--- src/rtl/pwm_ctrl_pkg.sv ---
// Shared types and constants for the PWM ramp sequencer.
// The state encoding and step-size sentinel are used by the controller and the bench.
package pwm_ctrl_pkg;

  typedef enum logic [1:0] {
    IDLE = 2'd0,
    RAMP = 2'd1,
    DONE = 2'd2
  } pwm_ramp_state_t;

  // A zero step size means "jump straight to the target in one update".
  localparam int STEP_JUMP = 0;

endpackage

--- src/rtl/pwm_duty_stepper.sv ---
// Combinational next-duty calculation: moves cur toward target by step and saturates at
// the target. Sums and differences are one bit wider so nothing wraps near full scale.
module pwm_duty_stepper
  import pwm_ctrl_pkg::*;
#(
  parameter int WIDTH = 8
) (
  input  logic [WIDTH-1:0] i_cur,
  input  logic [WIDTH-1:0] i_target,
  input  logic [WIDTH-1:0] i_step,
  output logic [WIDTH-1:0] o_next,
  output logic             o_at_target
);

  logic [WIDTH:0] w_sum_up;
  logic [WIDTH:0] w_gap_down;
  logic [WIDTH:0] w_target_ext;
  logic [WIDTH:0] w_step_ext;

  assign w_target_ext = {1'b0, i_target};
  assign w_step_ext   = {1'b0, i_step};
  assign w_sum_up     = {1'b0, i_cur} + w_step_ext;
  assign w_gap_down   = {1'b0, i_cur} - w_target_ext;

  always_comb begin
    o_next = i_target;
    if (i_step == WIDTH'(STEP_JUMP)) begin
      o_next = i_target;
    end else if (i_cur < i_target) begin
      if (w_sum_up >= w_target_ext) begin
        o_next = i_target;
      end else begin
        o_next = w_sum_up[WIDTH-1:0];
      end
    end else if (i_cur > i_target) begin
      // w_gap_down is only meaningful here, where cur is strictly above target.
      if (w_step_ext >= w_gap_down) begin
        o_next = i_target;
      end else begin
        o_next = i_cur - i_step;
      end
    end
  end

  assign o_at_target = (o_next == i_target);

endmodule

--- src/rtl/pwm_ramp_controller.sv ---
// Ramp sequencer in front of a PWM generator: accepts a ramp command and walks the duty
// toward its target, issuing one update_parameters strobe per step on period boundaries.
module pwm_ramp_controller
  import pwm_ctrl_pkg::*;
#(
  parameter int WIDTH       = 8,
  parameter int HOLD_WIDTH  = 8,
  parameter int INIT_PERIOD = 255,
  parameter int INIT_DUTY   = 0
) (
  input  logic                  clk,
  input  logic                  reset,
  input  logic                  cmd_valid,
  output logic                  cmd_ready,
  input  logic [WIDTH-1:0]      cmd_period,
  input  logic [WIDTH-1:0]      cmd_duty,
  input  logic [WIDTH-1:0]      cmd_step,
  input  logic [HOLD_WIDTH-1:0] cmd_hold,
  input  logic                  abort,
  input  logic                  period_start,
  output logic [WIDTH-1:0]      pwm_period,
  output logic [WIDTH-1:0]      pwm_duty_cycle,
  output logic                  update_parameters,
  output logic                  busy,
  output logic                  done
);

  pwm_ramp_state_t       r_state;
  logic [WIDTH-1:0]      r_period_lat;
  logic [WIDTH-1:0]      r_target;
  logic [WIDTH-1:0]      r_step;
  logic [HOLD_WIDTH-1:0] r_hold;
  logic [HOLD_WIDTH-1:0] r_hold_cnt;
  logic [WIDTH-1:0]      r_pwm_period;
  logic [WIDTH-1:0]      r_pwm_duty;
  logic                  r_update;
  logic                  r_busy;
  logic                  r_done;
  logic                  r_cmd_ready;

  logic [WIDTH-1:0]      w_cmd_target;
  logic [WIDTH-1:0]      w_next_duty;
  logic                  w_at_target;
  logic                  w_accept;
  logic                  w_step_due;

  // The duty can never exceed the period, so the target is clamped at acceptance.
  assign w_cmd_target = (cmd_duty > cmd_period) ? cmd_period : cmd_duty;
  assign w_accept     = cmd_valid && r_cmd_ready;
  assign w_step_due   = period_start && (r_hold_cnt == r_hold);

  pwm_duty_stepper #(
    .WIDTH(WIDTH)
  ) u_stepper (
    .i_cur       (r_pwm_duty),
    .i_target    (r_target),
    .i_step      (r_step),
    .o_next      (w_next_duty),
    .o_at_target (w_at_target)
  );

  always_ff @(posedge clk or negedge reset) begin
    if (!reset) begin
      r_state      <= IDLE;
      r_period_lat <= WIDTH'(INIT_PERIOD);
      r_target     <= WIDTH'(INIT_DUTY);
      r_step       <= '0;
      r_hold       <= '0;
      r_hold_cnt   <= '0;
      r_pwm_period <= WIDTH'(INIT_PERIOD);
      r_pwm_duty   <= WIDTH'(INIT_DUTY);
      r_update     <= 1'b0;
      r_busy       <= 1'b0;
      r_done       <= 1'b0;
      r_cmd_ready  <= 1'b1;
    end else begin
      r_update <= 1'b0;
      r_done   <= 1'b0;
      case (r_state)
        IDLE: begin
          r_cmd_ready <= 1'b1;
          if (w_accept) begin
            r_period_lat <= cmd_period;
            r_target     <= w_cmd_target;
            r_step       <= cmd_step;
            r_hold       <= cmd_hold;
            r_hold_cnt   <= '0;
            r_busy       <= 1'b1;
            r_cmd_ready  <= 1'b0;
            r_state      <= RAMP;
          end
        end
        RAMP: begin
          if (abort) begin
            r_busy      <= 1'b0;
            r_cmd_ready <= 1'b1;
            r_state     <= IDLE;
          end else if (w_step_due) begin
            r_pwm_period <= r_period_lat;
            r_pwm_duty   <= w_next_duty;
            r_update     <= 1'b1;
            r_hold_cnt   <= '0;
            if (w_at_target) begin
              r_busy  <= 1'b0;
              r_state <= DONE;
            end
          end else if (period_start) begin
            r_hold_cnt <= r_hold_cnt + HOLD_WIDTH'(1);
          end
        end
        DONE: begin
          // cmd_ready is raised from IDLE one cycle later so it trails done.
          if (abort) begin
            r_cmd_ready <= 1'b1;
          end else begin
            r_done <= 1'b1;
          end
          r_state <= IDLE;
        end
        default: begin
          r_busy      <= 1'b0;
          r_cmd_ready <= 1'b1;
          r_state     <= IDLE;
        end
      endcase
    end
  end

  assign cmd_ready         = r_cmd_ready;
  assign pwm_period        = r_pwm_period;
  assign pwm_duty_cycle    = r_pwm_duty;
  assign update_parameters = r_update;
  assign busy              = r_busy;
  assign done              = r_done;

endmodule

--- config.mk ---
export PLATFORM = sky130hd
export DESIGN_NAME = pwm_ramp_controller
export DESIGN_NICKNAME = d
export VERILOG_FILES = /design/src/rtl/pwm_ctrl_pkg.sv /design/src/rtl/pwm_duty_stepper.sv /design/src/rtl/pwm_ramp_controller.sv
export SDC_FILE = /design/constraint.sdc
export NUM_CORES = 1
export LEC_CHECK = 0
export BUFFER_PORTS_ARGS = -buffer_cell sky130_fd_sc_hd__buf_2
export CORE_ASPECT_RATIO = 1.75
export CORE_MARGIN = 2
export CORE_UTILIZATION = 40
export DETAILED_ROUTE_END_ITERATION = 8
export GPL_ROUTABILITY_DRIVEN = 1
export GPL_TIMING_DRIVEN = 1
export HOLD_SLACK_MARGIN = 0.03
export PLACE_DENSITY = 0.63
export SYNTH_ARGS = -nofsm -noshare
export SYNTH_HDL_FRONTEND = slang
export SYNTH_SLANG_ARGS = --single-unit
--- constraint.sdc ---
create_clock -name clk -period 5 [get_ports clk]
set_input_delay 1 -clock clk [delete_from_list [all_inputs] [get_ports clk]]
set_output_delay 1 -clock clk [all_outputs]
set_load 0.05 [all_outputs]
==> results_dict.tcl, run 1 <==
set metrics [dict create \
    fillCellCount 1170 \
    netlist_instances 563 \
    rrSetupSlack_ns 0.40 \
    hold_path_class "flop to flop" \
    clock_latency_ns 0.34 \
    critPathSlowestCell "or4_4" \
    clkSinkCount 62 \
    rsz0062_at_grt "false" \
    layout.cells.non_filler 791 \
    hold_path_depth 2 \
    clk_pin_slew_ns 0.06 \
    die_w_microns 87.93 \
    clockRootBuffer "clkbuf_16" \
    synth.avg_cell_area_sq_um 8.758 \
    status "complete, no violations" \
    cts.hold.buffers_added 0 \
    finalCriticalPeriod_ns 4.600 \
    post_drt_wl_per_cell_microns 17.68 \
    die-area_sq_um 13270 \
    cts_setup_buffers 0 \
    tightest_slew_ns 1.071 \
    drt_iter0_drc 321 \
    r2r_end "busy$_DFFE_PN0P_" \
    grt_pass1_wl_microns 22670 \
    routed_via_density 5.582 \
    ir_drop_mv 0.3294 \
    power_density_nw_per_um2 687.2 \
    synth.most_common_cell "nand2_1" \
    drtPass1Iterations 4 \
    layout-drive-gt1-share_pct 20.29 \
    h-tree-depth 3 \
    utilization_pct 47.49 \
    num-nets-final 712 \
    cpPeakStageDelay_ns 0.55 \
    worst_path_most_repeated_cell "ha_1" \
    max_clock_freq_ghz 0.2174 \
    seq_area_sq_um 1573 \
    drv_cap 0 \
    combPwrFrac_pct 60.9 \
    power_leakage_nw 2.688 \
    hold_violations 0 \
    dp.final_hpwl_microns 11130 \
    hold_start "r_period_lat[6]$_DFFE_PN1P_" \
    p_switching_mw 1.856 \
    gp_congestion 0.9886 \
    syn-cell-area_sq_um 4931 \
    io_buffers 56 \
    antenna_found_initial 0 \
    cts_buffers 9 \
    yosys.area.top_type "dfrtp_1" \
    ant_nets 0 \
    synthToLayoutAreaGrowth_pct 15.61 \
    slew_violations 0 \
    cts_tree "done" \
    diodes 0 \
    vias 4415 \
    ys_async_sr_fraction_pct 100.0 \
    whs_endpoint "pwm_period[6]$_DFFE_PN1P_" \
    placed_cells 775 \
    synthTopCellsByCount "nand2_1, ha_1, o21ai_0, dfrtp_1, inv_1" \
    tns_ns 0 \
    initial_core_util_pct 41.08 \
    ys_types 65 \
    synth.area.top_cells "dfrtp_1, ha_1, dfstp_2" \
    wirelength_microns 13980 \
    clkPwrFrac_pct 16.3 \
    grt_pass1_vias 4583 \
    grt_max_degree 49 \
    rows 53 \
    fin_worst_skew_ns 0.01005 \
    yosys_most_used_dff "dfrtp_1" \
    drc 0 \
    critical_path_class "flop to flop" \
    cp-end-kind "flop" \
    core_sq_um 12000 \
    seq_area_frac_synth_pct 31.90 \
    start_kind "flop" \
    cp_cell_sequence "inv_1 > ha_1 > nor3_2 > o21a_1 > or4_4 > o31ai_4 > xnor2_1 > ha_1 > nand3_1 > o221ai_1 > a21oi_2 > nand2_2 > or4_1 > a22oi_1 > o21ai_1 > a2111oi_0 > nor3_1" \
    seq_power_share_pct 22.8 \
    p_int_mw 2.062 \
    post-route-period-util_pct 91.99 \
    setup_violations 0 \
    grt_util_all_layers_pct 22.63 \
    cts-resized-gates 0 \
    slew_headroom_pct 26.77 \
    num_io_pins 57 \
    r2r_cells 17 \
    synth_top_area_share_pct 22.84 \
    worst_ep_required_time_ns 5.21 \
    grt-ovfl-total 0 \
    synth_nets 654 \
    ys_ff_latch 62 \
    max-clock-path-buffers 2 \
    power.share.switching_pct 47.37 \
    crit_fanout 13 \
    die_h_microns 150.9 \
    synth_edf_count 0 \
    rr_startpoint "r_step[4]$_DFFE_PN0P_" \
    multiInputGateArea_sq_um 3113 \
    critPathArrivalTime_ns 4.81 \
    yosys_warnings 0 \
]
## flip-flops by register name, indices dropped and copies added (netlist names)
register / flops
busy: 1
cmd_ready: 1
done: 1
pwm_duty_cycle: 8
pwm_period: 8
r_hold: 8
r_hold_cnt: 8
r_period_lat: 8
r_state: 2
r_step: 8
r_target: 8
update_parameters: 1
## worst max path at each step
stage,slack [ns],cells past startpoint,to,startpoint
after floorplan,0.59,16,r_state[0]$_DFFE_PN0P_,pwm_duty_cycle[1]$_DFFE_PN0P_
after detailed placement,0.46,17,busy$_DFFE_PN0P_,r_step[4]$_DFFE_PN0P_
after global routing,0.02,17,r_state[0]$_DFFE_PN0P_,r_step[4]$_DFFE_PN0P_
final,0.40,17,busy$_DFFE_PN0P_,r_step[4]$_DFFE_PN0P_
after CTS,0.40,17,busy$_DFFE_PN0P_,r_step[4]$_DFFE_PN0P_
after global placement,0.63,17,busy$_DFFE_PN0P_,r_step[4]$_DFFE_PN0P_
## layer usage
metal  part of all wire, %  wire [microns]  GRT usage, %  vias up
met1                    36            5041         22.39     2142
met5                     0               0             0        -
li1                      -               -             -     2115
met3                   3.1             437         2.997       49
met2                    55            7651         42.12      109
met4                   6.1             852         15.54        0
## logic make-up after synthesis
logic type	Yosys count	synth area share (%)
muxes	29	6.445
AOI/OAI and AO/OA	138	17.94
DFF	62	31.90
adders and majority gates	54	14.16
xor gates and xnor gates	35	6.496
buffers and inverters	61	5.075
and+or+nand+nor	184	17.99
## placed cells by master, fill, tap and decap left out, types with 4 or more instances in the layout
cell type,instances
xnor2_1,30
nor2_1,25
mux2i_1,10
o21ai_1,4
nor2b_1,10
buf_2,56
xor2_1,4
nand3_1,19
inv_1,42
and3_1,6
mux2_2,18
o22ai_1,7
a21o_1,4
nand4_1,7
buf_4,10
ha_1,51
a21oi_1,28
clkbuf_16,9
nand2_1,77
nor3_1,14
o21ai_0,49
o211ai_1,5
dfrtp_1,45
dfstp_2,17
a211o_1,5
a2111oi_0,5
o21a_1,4
## power by group through the flow
stage | clock network (mW) | registers (mW) | logic (mW)
floorplan | 0 | 0.913 | 1.70
global placement | 0 | 0.892 | 2.32
detailed placement | 0 | 0.900 | 2.36
CTS | 0.647 | 0.893 | 2.37
global route | 0.672 | 0.920 | 2.65
finish | 0.639 | 0.893 | 2.39
## final cells by class
type                            instances  share of cell area [%]
Sequential cell                        62                   27.59
Tap cell                              165                   3.622
Multi-Input combinational cell        440                   54.61
Clock inverter                          4                  0.8560
Clock buffer                           12                   4.324
Inverter                               42                   2.766
Timing Repair Buffer                   66                   6.234
## metrics by stage
stage                     power (mW)  area, sq um  setup WS, ns  hold slack, ns
final                          3.918         5700        0.4003          0.4459
after global routing           4.243         5700       0.01841          0.4763
after CTS                      3.913         5700        0.4037          0.4524
after detailed placement       3.262         5405        0.4599          0.4452
after global placement         3.210         5405        0.6286          0.4398
after floorplan                2.616         4931        0.5867          0.4368
## critical path, delay by kind of cell, from the launching register on
kind / cells / cell delay, ns
simple gates: 6 / 1.44
buf+inv: 1 / 0.06
compound gates: 7 / 1.54
xor+xnor: 1 / 0.19
fa+ha+maj: 2 / 0.83
flops: 1 / 0.40
Note: power is estimated with default switching activity, not from simulation.
==> run 2: changes to the inputs <==
- CORE_UTILIZATION: 40 -> 55
- PLACE_DENSITY: 0.63 -> 0.81
==> run 2 against run 1 <==
  * Sequential cell count is the same
  * Critical endpoint is now r_state[0]$_DFFE_PN0P_
  * Largest power group unchanged
  * Clock skew down 0.0022 ns
  * Maximum frequency grew 0.34%
  * Die area down 26%
  * Worst setup slack improved by 0.016 ns
  * Design area fell by 1.4%
  * Non-clock buffer count is 4 lower
  * Sequential share of layout area up 0.39 points
  * Global-route usage grew 7.7 points
  * Hold slack improved by 0.0068 ns
==> results_dict.tcl, run 2 (synthesis results as in run 1) <==
set metrics [dict create \
    cts_setup_buffers 0 \
    drt_iter0_drc 338 \
    die_h_microns 129.3 \
    layout.cells.non_filler 739 \
    hold_violations 0 \
    place_ws_ns 0.3957 \
    post_drt_wl_per_cell_microns 18.49 \
    num_io_pins 57 \
    fin_ws_ns 0.4160 \
    grt_pass1_vias 4630 \
    start_kind "flop" \
    clock_latency_ns 0.34 \
    utilization_pct 64.82 \
    setup_violations 0 \
    hold_ws_ns 0.4527 \
    cp-end-kind "flop" \
    critPathArrivalTime_ns 4.78 \
    slew_violations 0 \
    layout-drive-gt1-share_pct 19.94 \
    vias 4406 \
    grt_max_degree 63 \
    p_total_mw 3.915 \
    clkSinkCount 62 \
    die_w_microns 75.58 \
    initial_core_util_pct 56.87 \
    slew_headroom_pct 24.84 \
    post-route-period-util_pct 91.68 \
    diodes 0 \
    rsz0062_at_grt "false" \
    hold_path_class "flop to flop" \
    cts_buffers 9 \
    clk_pin_slew_ns 0.06 \
    drv_cap 0 \
    power_density_nw_per_um2 696.6 \
    h-tree-depth 3 \
    status "complete, no violations" \
    die-area_sq_um 9768 \
    drtPass1Iterations 4 \
    grt_pass1_wl_microns 22090 \
    wirelength_microns 13660 \
    rows 45 \
    worst_ep_required_time_ns 5.20 \
    max_clock_freq_ghz 0.2181 \
    power_leakage_nw 2.665 \
    ant_nets 0 \
    gp_congestion 0.9157 \
    io_buffers 56 \
    fin_worst_skew_ns 0.007894 \
    crit_fanout 13 \
    routed_via_density 5.962 \
    critical_path_class "flop to flop" \
    final_common_cell "nand2_1" \
    dp.final_hpwl_microns 10600 \
    ir_drop_mv 0.3395 \
    final_area_sq_um 5620 \
    num-nets-final 708 \
    synthToLayoutAreaGrowth_pct 13.98 \
    max-clock-path-buffers 2 \
    finalCriticalPeriod_ns 4.584 \
    clockRootBuffer "clkbuf_16" \
    antenna_found_initial 0 \
    tightest_slew_ns 1.119 \
    core_sq_um 8671 \
    grt-ovfl-total 0 \
    placed_cells 723 \
    drc 0 \
    placed_area_sq_um 5315 \
    final_cell_mix "nand2_1, buf_2, ha_1" \
    tns_ns 0 \
    grt_util_all_layers_pct 30.29 \
    cts_tree "done" \
]
-- run 2: cell count changes in the layout (fill, tap and decap cells not counted), sizes merged --
cell,change
buf,-4
clkinv,-2
clkbuf,+1
clkinvlp,+1
-- run 2: routing by layer --
layer / GRT usage (%) / vias to the layer above / share of wire (%)
met5: 0 / - / 0
met4: 21.47 / 0 / 7.6
met3: 3.966 / 67 / 3.4
met2: 54.48 / 143 / 53
met1: 30.58 / 2091 / 36
li1: - / 2105 / -
-- run 2: worst paths after layout --
check | from | endpoint | slack [ns] | cells after the start
max in group asynchronous | reset | r_hold_cnt[4]$_DFFE_PN0P_ | 3.64 | 2
worst min-delay path | pwm_period[4]$_DFFE_PN1P_ | pwm_period[4]$_DFFE_PN1P_ | 0.45 | 2
worst max-delay path | r_step[4]$_DFFE_PN0P_ | r_state[0]$_DFFE_PN0P_ | 0.42 | 17
worst min register to register | pwm_period[4]$_DFFE_PN1P_ | pwm_period[4]$_DFFE_PN1P_ | 0.45 | 2
worst max register to register | r_step[4]$_DFFE_PN0P_ | r_state[0]$_DFFE_PN0P_ | 0.42 | 17
min in group asynchronous | reset | update_parameters$_DFF_PN0_ | 0.83 | 2
-- run 2: critical path: stages, from the launching register on --
cell       delay [ns]
dfrtp_1          0.42
inv_1            0.07
ha_2             0.50
nor3_2           0.08
o21a_1           0.11
or4_4            0.55
o31ai_4          0.23
xnor2_1          0.20
ha_1             0.29
nand3_1          0.09
o221ai_1         0.15
a21oi_2          0.22
nand2_2          0.17
or4_1            0.44
a22oi_1          0.21
o21ai_1          0.17
a2111oi_0        0.44
a211oi_1         0.09
-- run 2: final cells by class --
| cell class | instances | area, sq um |
|---|---|---|
| fill | 759 | 3050 |
| tap | 117 | 146.4 |
| multi-input combinational | 440 | 3115 |
| sequential | 62 | 1573 |
| clock inverter | 3 | 42.54 |
| timing repair buffer | 62 | 325.3 |
| clock buffer | 13 | 260.3 |
| inverter | 42 | 157.7 |
-- run 2: power breakdown --
part / leakage (nW) / internal (mW) / total [mW] / switching [mW]
logic: 1.77 / 0.946 / 2.36 / 1.41
registers: 0.752 / 0.699 / 0.914 / 0.215
clock network: 0.146 / 0.412 / 0.642 / 0.229
-- run 2: repair_timing --
action	4_1_cts	5_1_grt
gates resized for setup	0	1
hold buffers	0	0
setup endpoints to repair	0	1
hold endpoints to repair	0	0
==> run 3: changes to the inputs <==
- PLACE_DENSITY: 0.81 -> default
- PLACE_DENSITY_LB_ADDON: default -> 0.15
==> run 3 against run 2 <==
  * Core utilization grew 0.30 points
  * Die area stayed put
  * Routed wire length fell by 2.0%
  * Total power down 0.53%
  * Highest routed layer unchanged
  * Sequential power fell by 2%
  * Sequential share of layout area shrank 0.13 points
  * Critical path type unchanged
  * Largest cell class unchanged
==> results_dict.tcl, run 3 (synthesis results as in run 1) <==
set metrics [dict create \
    gp_congestion 0.9394 \
    placed_area_sq_um 5345 \
    power_leakage_nw 2.683 \
    worst_path_most_repeated_cell "ha_1" \
    critPathArrivalTime_ns 4.79 \
    routed-wl-met3_microns 440 \
    hold_violations 0 \
    routed_via_density 5.896 \
    clk_pin_slew_ns 0.05 \
    crit_start "r_step[4]$_DFFE_PN0P_" \
    hold_path_depth 2 \
    cp_cell_sequence "inv_1 > ha_1 > nor3_2 > o21a_1 > or4_4 > o31ai_4 > xnor2_1 > ha_1 > nand3_1 > o221ai_1 > a21oi_2 > nand2_2 > or4_1 > a22oi_1 > o21ai_1 > a2111oi_0 > nor3_1" \
    fin_ws_ns 0.4156 \
    drtPass1Iterations 4 \
    wl_met1_microns 5010 \
    clock_latency_ns 0.34 \
    power_density_nw_per_um2 689.7 \
    place_ws_ns 0.4729 \
    rr_startpoint "r_step[4]$_DFFE_PN0P_" \
    utilization_pct 65.12 \
    fillCellCount 787 \
    layout.cells.non_filler 743 \
    final_area_sq_um 5647 \
    cts_tree "done" \
    wirelength_microns 13390 \
    grt_pass1_vias 4588 \
    hold_path_class "flop to flop" \
    setup_violations 0 \
    grt_util_all_layers_pct 30.25 \
    final_common_cell "nand2_1" \
    initial_core_util_pct 56.87 \
    rows 45 \
    core_sq_um 8671 \
    hold_ws_ns 0.4530 \
    worst_ep_required_time_ns 5.20 \
    drc 0 \
    critical_path_class "flop to flop" \
    cts_buffers 9 \
    ant_nets 0 \
    drv_cap 0 \
    tns_ns 0 \
    clockRootBuffer "clkbuf_16" \
    die-area_sq_um 9768 \
    num-nets-final 712 \
    r2r_end "busy$_DFFE_PN0P_" \
    tightest_slew_ns 0.9985 \
    max-clock-path-buffers 2 \
    rsz0062_at_grt "false" \
    ir_drop_mv 0.3484 \
    cts.hold.buffers_added 0 \
    start_kind "flop" \
    slew_violations 0 \
    dp.final_hpwl_microns 10250 \
    rrSetupSlack_ns 0.42 \
    crit_fanout 13 \
    post_drt_wl_per_cell_microns 18.03 \
    antenna_found_initial 0 \
    fin_worst_skew_ns 0.003113 \
    vias 4381 \
    max_clock_freq_ghz 0.2181 \
    p_total_mw 3.895 \
    route.met2.wl_microns 7043 \
    multiInputGateArea_sq_um 3113 \
    h-tree-depth 3 \
    layout-drive-gt1-share_pct 20.45 \
    drt_iter0_drc 274 \
    grt_pass1_wl_microns 22020 \
    die_w_microns 75.58 \
    num_io_pins 57 \
    cpPeakStageDelay_ns 0.55 \
    die_h_microns 129.3 \
    cts_setup_buffers 0 \
    io_buffers 56 \
    cts-resized-gates 0 \
    critPathSlowestCell "ha_1" \
    highest_layer "met4" \
    seq_area_sq_um 1573 \
    grt_max_degree 49 \
    clkSinkCount 62 \
    post-route-period-util_pct 91.69 \
    r2r_cells 17 \
    final_cell_mix "nand2_1, buf_2, ha_1" \
    finalCriticalPeriod_ns 4.584 \
    hold_start "pwm_period[0]$_DFFE_PN1P_" \
    diodes 0 \
    cp-end-kind "flop" \
    synthToLayoutAreaGrowth_pct 14.51 \
    grt-ovfl-total 0 \
    status "complete, no violations" \
    placed_cells 727 \
    whs_endpoint "pwm_period[0]$_DFFE_PN1P_" \
    slew_headroom_pct 33.35 \
]
[run 3: changes by cell type in the layout (fill, tap and decap cells not counted)]
cell / previous run / this run
ha_1: 50 / 51
ha_2: 1 / 0
clkbuf_8: 2 / 1
clkbuf_1: 2 / 1
buf_4: 6 / 10
clkinvlp_4: 1 / 2
clkinv_4: 0 / 1
[run 3: metal layers]
layer  vias up  GRT usage (%)
met5         -              0
met2       114          51.82
met4         0          21.47
met3        55          4.277
met1      2096          32.87
li1       2116              -
[run 3: how the worst max path moves through the flow]
stage	to	slack [ns]
2_1_floorplan	r_state[0]$_DFFE_PN0P_	0.59
3_3_place_gp	busy$_DFFE_PN0P_	0.61
3_5_place_dp	busy$_DFFE_PN0P_	0.47
4_1_cts	busy$_DFFE_PN0P_	0.45
5_1_grt	r_state[0]$_DFFE_PN0P_	0.12
6_report	busy$_DFFE_PN0P_	0.42
[run 3: power breakdown]
part | leakage [nW] | switching (mW) | total [mW] | internal (mW)
Sequential | 0.752 | 0.196 | 0.895 | 0.698
Clock | 0.142 | 0.232 | 0.631 | 0.399
Combinational | 1.79 | 1.40 | 2.37 | 0.964
[run 3: critical path: cells and delay by family, from the launching register on]
kind | cells | cell delay, ns
AOI/OAI and AO/OA | 7 | 1.54
and+or+nand+nor | 6 | 1.42
DFF | 1 | 0.41
buffers and inverters | 1 | 0.06
xor gates and xnor gates | 1 | 0.19
adders and majority gates | 2 | 0.84
[run 3: layout make-up]
| cell class | count | area share, % |
|---|---|---|
| Multi-Input combinational cell | 440 | 55.13 |
| Sequential cell | 62 | 27.85 |
| Timing Repair Buffer | 66 | 6.293 |
| Clock buffer | 11 | 4.299 |
| Inverter | 42 | 2.792 |
| Tap cell | 117 | 2.593 |
| Clock inverter | 5 | 1.041 |
